==> src/rtl/dl_pkg.sv <==
`default_nettype none
// ============================================================================
//  Module      : dl_pkg
//  Description : Shared types and constants for the ioctl download sequencer:
//                sequencer states, ioctl index codes, mod codes and the
//                bit positions of the one-hot mod select.
//  Revision    : 1.0 - initial release
// ============================================================================
package dl_pkg;

    // Core-reset sequencer states
    typedef enum logic [1:0] {
        ST_IDLE   = 2'd0,   // core running
        ST_LOAD   = 2'd1,   // download in progress, core held in reset
        ST_SETTLE = 2'd2    // download finished, counting settle period
    } dl_state_t;

    // ioctl_index codes
    localparam logic [7:0] IDX_ROM = 8'd0;
    localparam logic [7:0] IDX_MOD = 8'd1;
    localparam logic [7:0] IDX_DIP = 8'd254;

    // Mod byte codes as written by the HPS
    localparam logic [7:0] MOD_DK         = 8'd0;
    localparam logic [7:0] MOD_DKJR       = 8'd1;
    localparam logic [7:0] MOD_DK3        = 8'd2;
    localparam logic [7:0] MOD_RADARSCOPE = 8'd3;
    localparam logic [7:0] MOD_PESTPLACE  = 8'd4;

    // Bit positions inside mod_onehot = {pestplace,radarscope,dk3,dkjr,dk}
    localparam int MOD_W           = 5;
    localparam int MODB_DK         = 0;
    localparam int MODB_DKJR       = 1;
    localparam int MODB_DK3        = 2;
    localparam int MODB_RADARSCOPE = 3;
    localparam int MODB_PESTPLACE  = 4;

    // Unknown mod codes select no variant at all rather than a default one,
    // so the core can detect an unsupported MRA.
    function automatic logic [MOD_W-1:0] mod_to_onehot(input logic [7:0] code);
        logic [MOD_W-1:0] oh;
        oh = '0;
        case (code)
            MOD_DK:         oh[MODB_DK]         = 1'b1;
            MOD_DKJR:       oh[MODB_DKJR]       = 1'b1;
            MOD_DK3:        oh[MODB_DK3]        = 1'b1;
            MOD_RADARSCOPE: oh[MODB_RADARSCOPE] = 1'b1;
            MOD_PESTPLACE:  oh[MODB_PESTPLACE]  = 1'b1;
            default:        oh                  = '0;
        endcase
        return oh;
    endfunction

endpackage
`default_nettype wire

==> src/rtl/dl_region_decode.sv <==
`default_nettype none
// ============================================================================
//  Module      : dl_region_decode
//  Description : Combinational ROM address map. Classifies a 25-bit ioctl
//                byte address into the main, sound or wave ROM region and
//                returns the region-relative address. Regions are tested in
//                the order main, sound, wave so at most one hit is asserted.
//  Revision    : 1.0 - initial release
// ============================================================================
module dl_region_decode #(
    parameter logic [15:0] MAIN_END = 16'h8000,
    parameter logic [15:0] SND_BASE = 16'hE000,
    parameter logic [15:0] SND_END  = 16'hF000,
    parameter logic [15:0] WAV_BASE = 16'hFF00
) (
    input  logic [24:0] i_addr,
    output logic        o_hit_main,
    output logic        o_hit_snd,
    output logic        o_hit_wav,
    output logic        o_hit_any,
    output logic [15:0] o_rel_addr
);

    logic        w_in_page0;
    logic [15:0] w_lo;

    // All ROM regions live in the first 64 KiB of the download image
    assign w_in_page0 = (i_addr[24:16] == 9'd0);
    assign w_lo       = i_addr[15:0];

    // Priority region match and rebase to the region's own address space
    always_comb begin
        o_hit_main = 1'b0;
        o_hit_snd  = 1'b0;
        o_hit_wav  = 1'b0;
        o_rel_addr = w_lo;
        if (w_in_page0) begin
            if (w_lo < MAIN_END) begin
                o_hit_main = 1'b1;
                o_rel_addr = w_lo;
            end else if ((w_lo >= SND_BASE) && (w_lo < SND_END)) begin
                o_hit_snd  = 1'b1;
                o_rel_addr = w_lo - SND_BASE;
            end else if (w_lo >= WAV_BASE) begin
                o_hit_wav  = 1'b1;
                o_rel_addr = w_lo - WAV_BASE;
            end
        end
    end

    assign o_hit_any = o_hit_main | o_hit_snd | o_hit_wav;

endmodule
`default_nettype wire

==> src/rtl/rom_dl_sequencer.sv <==
`default_nettype none
// ============================================================================
//  Module      : rom_dl_sequencer
//  Description : Single controller between the HPS ioctl download stream and
//                the core. Decodes ioctl writes into registered ROM write
//                strobes (main / sound / wave), the mod byte and the DIP
//                bytes, tracks download status, and sequences core reset
//                through downloads, soft resets and a settle period.
//  Revision    : 1.0 - initial release
// ============================================================================
module rom_dl_sequencer
    import dl_pkg::*;
#(
    parameter logic [15:0] MAIN_END      = 16'h8000,
    parameter logic [15:0] SND_BASE      = 16'hE000,
    parameter logic [15:0] SND_END       = 16'hF000,
    parameter logic [15:0] WAV_BASE      = 16'hFF00,
    parameter int          SETTLE_CYCLES = 1024
) (
    input  logic             clk_sys,
    input  logic             reset_n,
    input  logic             soft_reset,
    input  logic             ioctl_download,
    input  logic             ioctl_wr,
    input  logic [7:0]       ioctl_index,
    input  logic [24:0]      ioctl_addr,
    input  logic [7:0]       ioctl_dout,
    output logic [15:0]      rom_addr,
    output logic [7:0]       rom_data,
    output logic             main_we,
    output logic             snd_we,
    output logic             wav_we,
    output logic [63:0]      dip,
    output logic [MOD_W-1:0] mod_onehot,
    output logic             core_reset_n,
    output logic             rom_loaded,
    output logic [15:0]      drop_cnt
);

    localparam int                CNT_W       = (SETTLE_CYCLES > 1) ? $clog2(SETTLE_CYCLES) : 1;
    localparam logic [CNT_W-1:0]  SETTLE_LAST = CNT_W'(SETTLE_CYCLES - 1);
    localparam logic [15:0]       DROP_MAX    = 16'hFFFF;

    // ------------------------------------------------------------------------
    // Registers
    // ------------------------------------------------------------------------
    dl_state_t        r_state;
    dl_state_t        w_state_nxt;
    logic [CNT_W-1:0] r_settle_cnt;
    logic [CNT_W-1:0] w_settle_cnt_nxt;
    logic             r_core_reset_n;

    logic [15:0]      r_rom_addr;
    logic [7:0]       r_rom_data;
    logic             r_main_we;
    logic             r_snd_we;
    logic             r_wav_we;
    logic [63:0]      r_dip;
    logic [7:0]       r_mod;
    logic             r_rom_loaded;
    logic [15:0]      r_drop_cnt;

    // ------------------------------------------------------------------------
    // Write qualification and address decode
    // ------------------------------------------------------------------------
    logic        w_wr_ok;
    logic        w_rom_wr;
    logic        w_mod_wr;
    logic        w_dip_wr;
    logic        w_load_entry;
    logic        w_hit_main;
    logic        w_hit_snd;
    logic        w_hit_wav;
    logic        w_hit_any;
    logic [15:0] w_rel_addr;
    logic        w_rom_loaded_nxt;
    logic [15:0] w_drop_cnt_nxt;

    // A write is only taken while download is high, so the strobe that
    // coincides with the falling edge of download is discarded.
    assign w_wr_ok  = ioctl_wr & ioctl_download;
    assign w_rom_wr = w_wr_ok & (ioctl_index == IDX_ROM);
    assign w_mod_wr = w_wr_ok & (ioctl_index == IDX_MOD);
    assign w_dip_wr = w_wr_ok & (ioctl_index == IDX_DIP) & (ioctl_addr[24:3] == 22'd0);

    // First cycle of a ROM download: status from the previous image is stale
    assign w_load_entry = ioctl_download & (r_state != ST_LOAD) & (ioctl_index == IDX_ROM);

    dl_region_decode #(
        .MAIN_END (MAIN_END),
        .SND_BASE (SND_BASE),
        .SND_END  (SND_END),
        .WAV_BASE (WAV_BASE)
    ) u_region_decode (
        .i_addr     (ioctl_addr),
        .o_hit_main (w_hit_main),
        .o_hit_snd  (w_hit_snd),
        .o_hit_wav  (w_hit_wav),
        .o_hit_any  (w_hit_any),
        .o_rel_addr (w_rel_addr)
    );

    // ------------------------------------------------------------------------
    // Core reset sequencer
    // ------------------------------------------------------------------------

    // State register; core_reset_n is registered from the next state so the
    // core sees a glitch-free reset line aligned with the state change.
    always_ff @(posedge clk_sys or negedge reset_n) begin
        if (!reset_n) begin
            r_state        <= ST_SETTLE;
            r_settle_cnt   <= '0;
            r_core_reset_n <= 1'b0;
        end else begin
            r_state        <= w_state_nxt;
            r_settle_cnt   <= w_settle_cnt_nxt;
            r_core_reset_n <= (w_state_nxt == ST_IDLE);
        end
    end

    // Next-state and settle counter; an active download overrides any state
    always_comb begin
        w_state_nxt      = r_state;
        w_settle_cnt_nxt = r_settle_cnt;
        if (ioctl_download) begin
            w_state_nxt      = ST_LOAD;
            w_settle_cnt_nxt = '0;
        end else begin
            case (r_state)
                ST_LOAD: begin
                    w_state_nxt      = ST_SETTLE;
                    w_settle_cnt_nxt = '0;
                end
                ST_SETTLE: begin
                    if (soft_reset) begin
                        w_settle_cnt_nxt = '0;
                    end else if (r_settle_cnt == SETTLE_LAST) begin
                        w_state_nxt      = ST_IDLE;
                        w_settle_cnt_nxt = '0;
                    end else begin
                        w_settle_cnt_nxt = r_settle_cnt + CNT_W'(1);
                    end
                end
                ST_IDLE: begin
                    if (soft_reset) begin
                        w_state_nxt      = ST_SETTLE;
                        w_settle_cnt_nxt = '0;
                    end
                end
                default: begin
                    w_state_nxt      = ST_SETTLE;
                    w_settle_cnt_nxt = '0;
                end
            endcase
        end
    end

    // ------------------------------------------------------------------------
    // ROM write path
    // ------------------------------------------------------------------------

    // Strobes are single-cycle; address/data only move when a strobe fires
    always_ff @(posedge clk_sys or negedge reset_n) begin
        if (!reset_n) begin
            r_main_we  <= 1'b0;
            r_snd_we   <= 1'b0;
            r_wav_we   <= 1'b0;
            r_rom_addr <= '0;
            r_rom_data <= '0;
        end else begin
            r_main_we <= w_rom_wr & w_hit_main;
            r_snd_we  <= w_rom_wr & w_hit_snd;
            r_wav_we  <= w_rom_wr & w_hit_wav;
            if (w_rom_wr && w_hit_any) begin
                r_rom_addr <= w_rel_addr;
                r_rom_data <= ioctl_dout;
            end
        end
    end

    // ------------------------------------------------------------------------
    // Download status
    // ------------------------------------------------------------------------

    // Entry clear is applied first so a write in the entry cycle still counts
    always_comb begin
        w_rom_loaded_nxt = w_load_entry ? 1'b0  : r_rom_loaded;
        w_drop_cnt_nxt   = w_load_entry ? 16'd0 : r_drop_cnt;
        if (w_rom_wr && w_hit_main) begin
            w_rom_loaded_nxt = 1'b1;
        end
        if (w_rom_wr && !w_hit_any && (w_drop_cnt_nxt != DROP_MAX)) begin
            w_drop_cnt_nxt = w_drop_cnt_nxt + 16'd1;
        end
    end

    // Status registers
    always_ff @(posedge clk_sys or negedge reset_n) begin
        if (!reset_n) begin
            r_rom_loaded <= 1'b0;
            r_drop_cnt   <= '0;
        end else begin
            r_rom_loaded <= w_rom_loaded_nxt;
            r_drop_cnt   <= w_drop_cnt_nxt;
        end
    end

    // ------------------------------------------------------------------------
    // Mod and DIP registers
    // ------------------------------------------------------------------------

    // Mod byte latch and DIP byte lanes addressed by ioctl_addr[2:0]
    always_ff @(posedge clk_sys or negedge reset_n) begin
        if (!reset_n) begin
            r_mod <= MOD_DK;
            r_dip <= '0;
        end else begin
            if (w_mod_wr) begin
                r_mod <= ioctl_dout;
            end
            if (w_dip_wr) begin
                r_dip[{ioctl_addr[2:0], 3'b000} +: 8] <= ioctl_dout;
            end
        end
    end

    // ------------------------------------------------------------------------
    // Outputs
    // ------------------------------------------------------------------------
    assign rom_addr     = r_rom_addr;
    assign rom_data     = r_rom_data;
    assign main_we      = r_main_we;
    assign snd_we       = r_snd_we;
    assign wav_we       = r_wav_we;
    assign dip          = r_dip;
    assign mod_onehot   = mod_to_onehot(r_mod);
    assign core_reset_n = r_core_reset_n;
    assign rom_loaded   = r_rom_loaded;
    assign drop_cnt     = r_drop_cnt;

endmodule
`default_nettype wire

==> config.mk <==
export PLATFORM = sky130hd
export DESIGN_NAME = rom_dl_sequencer
export DESIGN_NICKNAME = d
export VERILOG_FILES = /design/src/rtl/dl_pkg.sv /design/src/rtl/dl_region_decode.sv /design/src/rtl/rom_dl_sequencer.sv
export SDC_FILE = /design/constraint.sdc
export NUM_CORES = 1
export LEC_CHECK = 0
export ABC_CLOCK_PERIOD_IN_PS = 3000
export BUFFER_PORTS_ARGS = -buffer_cell sky130_fd_sc_hd__clkbuf_2
export CAP_MARGIN = 5
export CORE_MARGIN = 2
export CORE_UTILIZATION = 35
export CTS_CLUSTER_SIZE = 30
export DETAILED_ROUTE_END_ITERATION = 7
export HOLD_SLACK_MARGIN = 0.12
export MAX_ROUTING_LAYER = met4
export RECOVER_POWER = 100
export SYNTH_ARGS = -nofsm -noshare
export SYNTH_HDL_FRONTEND = slang
export SYNTH_SLANG_ARGS = --single-unit
==> constraint.sdc <==
create_clock -name clk_sys -period 3 [get_ports clk_sys]
set_clock_uncertainty 0.15 [all_clocks]
set_input_delay 0.6 -clock clk_sys [delete_from_list [all_inputs] [get_ports clk_sys]]
set_output_delay 0.6 -clock clk_sys [all_outputs]
set_load 0.03 [all_outputs]
Word-level counts from Yosys, hierarchy flattened
Cells that the tools add are included.
{"block": "op_classes", "n_eq_ne": 11, "n_reduce_logical": 13, "bitwise": 12, "addsub": 5, "mux": 33, "magnitude_cmp": 4, "shifts": 2}
{"op": "$mux W16", "count": 6}
{"op": "$bwmux W64", "count": 1}
{"op": "$shift A8 B8 Y64 const A", "count": 1}
{"op": "$shiftx A8 B8 Y64", "count": 1}
{"op": "$mux W10", "count": 4}
{"op": "$ge A16 B16 Y1 const B", "count": 2}
{"op": "$lt A16 B16 Y1 const B", "count": 2}
{"op": "$sub A16 B16 Y16 const B", "count": 2}
{"op": "$logic_not A22 Y1", "count": 1}
{"op": "$pmux W10 S2", "count": 1}
{"op": "$add A16 B1 Y16 const B", "count": 1}
{"op": "$eq A8 B1 Y1 const B", "count": 2}
{"op": "$eq A8 B2 Y1 const B", "count": 2}
{"op": "$logic_not A8 Y1", "count": 2}
{"op": "$mux W1", "count": 16}
{"op": "$ne A16 B16 Y1 const B", "count": 1}
{"op": "$add A10 B1 Y10 const B", "count": 1}
{"op": "$and A1 B1 Y1", "count": 10}
{"op": "$eq A10 B10 Y1 const B", "count": 1}
{"op": "$logic_not A9 Y1", "count": 1}
{"op": "$eq A8 B3 Y1 const B", "count": 1}
{"op": "$eq A8 B8 Y1 const B", "count": 1}
{"op": "$mux W2", "count": 4}
{"op": "$neg A6 Y8", "count": 1}
{"op": "9 further kinds", "count": 15}
{"block": "word_totals", "output_inout_bits": 114, "inputBits": 46, "elab_cells": 92, "reg_bits": 129}

Logic depth before layout (Yosys ltp)
{"block": "logic_depth", "word_depth": 11, "depth_mapped": 12, "depth_no_buf": 10}

Hierarchy
From an unflattened synthesis, not the netlist that was laid out.
{"block": "unflattened", "hier_cells": 474, "hier_area_um2": 5980.7}
{"module": "rom_dl_sequencer", "cells_each": 427, "n_inst": 1, "seq_area_each_um2": 3229.3, "area_each_um2": 5601.6}
{"module": "dl_region_decode", "cells_each": 47, "n_inst": 1, "seq_area_each_um2": 0.0, "area_each_um2": 379.1}

Worst setup path before layout
Ideal clock, no wire load.
{"block": "synth_timing", "kind": "input -> register", "startpoint": "input port ioctl_index[5]", "endpoint": "register r_drop_cnt[3] (netlist: drop_cnt[3])", "path_slack_ns": -0.302, "stages": 11, "setup_ns": 0.123, "arrival_ns": 3.029, "required_time_ns": 2.727, "path_cell_list": "or4_1 nor2_1 nand2_1 and2_1 ha_1 and4_1 clkbuf_1 nand4_1 nor2_1 or4_1 mux2i_1"}
{"block": "synth_between", "elab_chain_cells": 6, "elab_cells_between_ends": 9, "cone_classes": "add/sub (1); eq/ne (1); mux (2); bitwise (2); reduce/logical (3)"}
{"element": "start: declaration", "line": "rom_dl_sequencer.sv:25", "text": "input logic [7:0] ioctl_index,"}
{"element": "$logic_not A8 Y1 *", "line": "rom_dl_sequencer.sv:82, rom_dl_sequencer.sv:87"}
{"element": "parallel branches: the longest is 4 deep, another holds $add A16 B1 Y16"}
{"element": "$mux W16 *", "line": "rom_dl_sequencer.sv:192", "text": "if (w_rom_wr && !w_hit_any && (w_drop_cnt_nxt != DROP_MAX)) begin"}
{"element": "named net w_drop_cnt_nxt[3]", "line": "rom_dl_sequencer.sv:77", "text": "logic [15:0] w_drop_cnt_nxt;"}
{"element": "end signal: assignment", "line": "rom_dl_sequencer.sv:204", "text": "r_drop_cnt <= w_drop_cnt_nxt;"}
{"element": "end: declaration", "line": "rom_dl_sequencer.sv:61", "text": "logic [15:0] r_drop_cnt;"}
Mark *: on every way through the listed nets, which the timed path passes.
A chain may end at the register's enable or synchronous reset.

Worst setup path in the final report
{"block": "layout_timing", "startpoint": "input port ioctl_addr[13]", "endpoint": "register r_dip[35] (netlist: dip[35])"}
{"block": "layout_between", "elab_chain_cells": 2}
{"element": "start: declaration", "line": "rom_dl_sequencer.sv:26", "text": "input logic [24:0] ioctl_addr,"}
{"element": "$logic_not A22 Y1", "line": "rom_dl_sequencer.sv:84", "text": "assign w_dip_wr = w_wr_ok & (ioctl_index == IDX_DIP) & (ioctl_addr[24:3] == 22'd0);"}
{"element": "$and A1 B1 Y1", "line": "rom_dl_sequencer.sv:84"}
{"element": "end signal: indexed assignment", "line": "rom_dl_sequencer.sv:222", "text": "r_dip[{ioctl_addr[2:0], 3'b000} +: 8] <= ioctl_dout;"}
{"element": "end: declaration", "line": "rom_dl_sequencer.sv:58", "text": "logic [63:0] r_dip;"}
No other way between the ends.

==> summary.txt <==
Die
  – Total die area: roughly 18000 sq um
  – # rows: 48
  – Initial core utilization: 0.354
  – Die width: roughly 140 microns
  – I/O pins: between 150 and 200
  – Die height: about 140 microns
  – Core area: 17100 sq um

Synth
  – Cell variety after synth: 54
  – Post-Syn Area: a little over 6000 sq um
  – Post-synth top flop: dfrtp_1
  – Number of flops mapped to enable cells by yosys: 0
  – Fraction of registers with async set or reset after synthesis: 1.00
  – Top post-synthesis cells by area: dfrtp_1 53%, mux2_2 10%, nand2_1 6.0%
  – Most frequent cells after synthesis: 128 x dfrtp_1, 96 x nand2_1, 56 x mux2_2, 49 x o21ai_0, 26 x nor2_1
  – Synth Net Count: ~630
  – Most frequent cell after synthesis: dfrtp_1
  – Synth Instances: roughly 580
  – Yosys reg bits: 129
  – Largest area contributor in the netlist: dfrtp_1
  – Mean Syn Cell Area: 10.5 sq um
  – Register area share after synthesis: 0.534
  – Top cell type's share of synthesized area: 0.529
  – Synth warnings: 0

Route
  – Vias per inst: approximately 5.2
  – WL per Instance: between 15 and 20 microns
  – Vias: 5320
  – Aggregate routed wire length: about 18000 microns
  – ANT nets after route: 0
  – DRC: 0
  – Initial DRT Pass Iterations: 5
  – Initial DRC count: 274

Place
  – Port Buffers: between 150 and 200
  – DP HPWL: about 13000 microns
  – GPL Wtd Cong: 0.922
  – DP Cell Count: 989
  – Place WS: -314 ps

Cells and area
  – Number of fill cells in the layout: around 1700
  – Share of cells above drive strength 1: 0.245
  – Syn-to-layout area delta: 29.8%
  – Fin util: 0.459
  – Antenna cell count: 0
  – Final net count: ~840
  – Layout Cells excl Fill: 1022

GRT
  – Global Route Usage Sum: 0.210
  – First-pass GRT wire length: about 29000 microns
  – Largest net degree at the start of global routing: 54
  – Initial antenna violation count: 0
  – Vias in the first global route: between 5000 and 6000
  – Grt total ovfl: 0

Worst setup path
  – WS Path Type: input pin to register
  – Worst path most repeated cell: or4_4
  – Largest stage delay, worst path: ~520 ps
  – CP max FO: 8
  – Crit path DAT: 3050 ps
  – CP required: between 3000 and 4000 ps
  – Type of origin of the critical path: input pin
  – Crit path capture type: register
  – CP cell instances: clkbuf_2 > inv_12 > ha_4 > or3b_1 > or4_4 > or4_4 > nor4_2 > buf_4 > mux2_2
  – CP max-delay cell: or4_4

Timing
  – Slew margin rel.: 0.0663
  – Unrepaired setup endpoints after global routing: no
  – Maximum clock frequency: 0.346 GHz
  – Endpoints failing setup: 0
  – Final worst path period share: 0.964
  – Fin. max-slew vios: 0
  – Worst-Margin Slew: around 1400 ps
  – Final min period: ~2900 ps
  – Fin worst setup slack: between 100 and 150 ps
  – Final count of hold timing violations: 0
  – Setup TNS: 0 ps

Clocking
  – CTS tree: yes
  – Post-CTS Setup Bufs: 0
  – Post-CTS sizing: 0
  – Clock tree root driver cell: clkbuf_16
  – Hold Buf Count CTS: 1
  – Clock Pin Slew Worst Setup and Hold Paths: about 60 ps
  – Worst-skew pair later-pin latency: approximately 420 ps
  – Clock Sinks: around 130
  – Clk buf depth: 2
  – H-Tree Level Count: 4
  – Cts bufs inserted: 17

Pwr
  – Net Switching: approximately 1.0 mW
  – PD cells: roughly 520 nW/um^2
  – Leakage dissipation: roughly 3.5 nW
  – Switch share: 0.247
  – Internal: between 3 and 4 mW
  – Worst vdd ir: 0.000360 V
  – Part of the power in registers: 0.430
  – Comb power frac: 0.057
  – Tot Pwr: approximately 4.1 mW
  – Clock power share: 0.513

Status
  – Status: complete, no violations

Min path
  – Hold Crit Class: input pin to register

Job
  – Max-cap violations: 0
## flip-flops by register name, indices dropped and copies added (netlist names), 2 cells and up
register      count
dip              64
drop_cnt         16
r_mod             8
r_settle_cnt     10
r_state           2
rom_addr         16
rom_data          8
## critical path, delay by kind of cell
family                   cells  cell delay (ps)
multiplexers                 1              350
adder cells (fa/ha/maj)      1              110
AND/OR/NAND/NOR              4             1490
buffers and inverters        3              480
## cell families (layout without fill, tap and decap cells)
kind of cell / after synthesis / in the layout / synth area share
DFF: 129 / 129 / 0.534
adders and majority gates: 8 / 8 / 0.0165
muxes: 60 / 60 / 0.111
and+or+nand+nor: 246 / 246 / 0.215
AOI/OAI and AO/OA: 91 / 91 / 0.0903
buffers and inverters: 38 / 257 / 0.0254
xor gates and xnor gates: 6 / 6 / 0.00868
## power groups by stage
stage	logic (mW)	clock network, mW	registers, mW
2_1_floorplan	0.102	0	1.79
3_3_place_gp	0.239	0	1.78
3_5_place_dp	0.245	0	1.78
4_1_cts	0.247	2.14	1.75
5_1_grt	0.261	2.22	1.75
6_report	0.235	2.09	1.75
## worst paths after layout
| path | from | endpoint | slack [ps] | cells after the start |
|---|---|---|---|---|
| worst min-delay path | soft_reset | r_state[1] | 290 | 3 |
| min in group asynchronous | reset_n | drop_cnt[8] | 910 | 2 |
| worst max-delay path | ioctl_addr[13] | dip[35] | 110 | 9 |
| worst max register to register | r_state[0] | drop_cnt[6] | 350 | 11 |
| worst min register to register | rom_addr[12] | rom_addr[12] | 330 | 2 |
| max in group asynchronous | reset_n | dip[40] | 450 | 3 |
## through the flow
step                      area (sq um)  hold slack (ps)
final                             7860              294
after global routing              7860              289
after CTS                         8110              277
after detailed placement          7500              323
after global placement            7500              314
after floorplan                   6120              154
## per-layer routing
metal / share of wire / vias up / global-route usage
li1: - / 2499 / -
met1: 0.45 / 2597 / 0.264
met2: 0.47 / 196 / 0.329
met3: 0.070 / 28 / 0.0617
met4: 0.016 / 0 / 0.0642
met5: 0 / - / -
## cell usage in the layout, fill, tap and decap left out, drive strengths merged, types with 17 or more instances in the layout
master	instances
buf	35
clkbuf	194
dfrtp	128
inv	20
mux2	56
nand2	96
nand3	17
nand4	18
nor2	27
o21ai	49
## final cells by class
| class | instances | area, sq um | share of cell area |
|---|---|---|---|
| clock buffers | 17 | 425 | 0.0541 |
| clock inverters | 15 | 171 | 0.0218 |
| inverters | 12 | 60.1 | 0.00764 |
| multi-input cells | 411 | 2670 | 0.340 |
| flip-flops and latches | 129 | 3230 | 0.411 |
| well taps | 225 | 282 | 0.0358 |
| repair buffers | 213 | 1020 | 0.130 |
No activity file was read; power rests on OpenSTA's default activity.
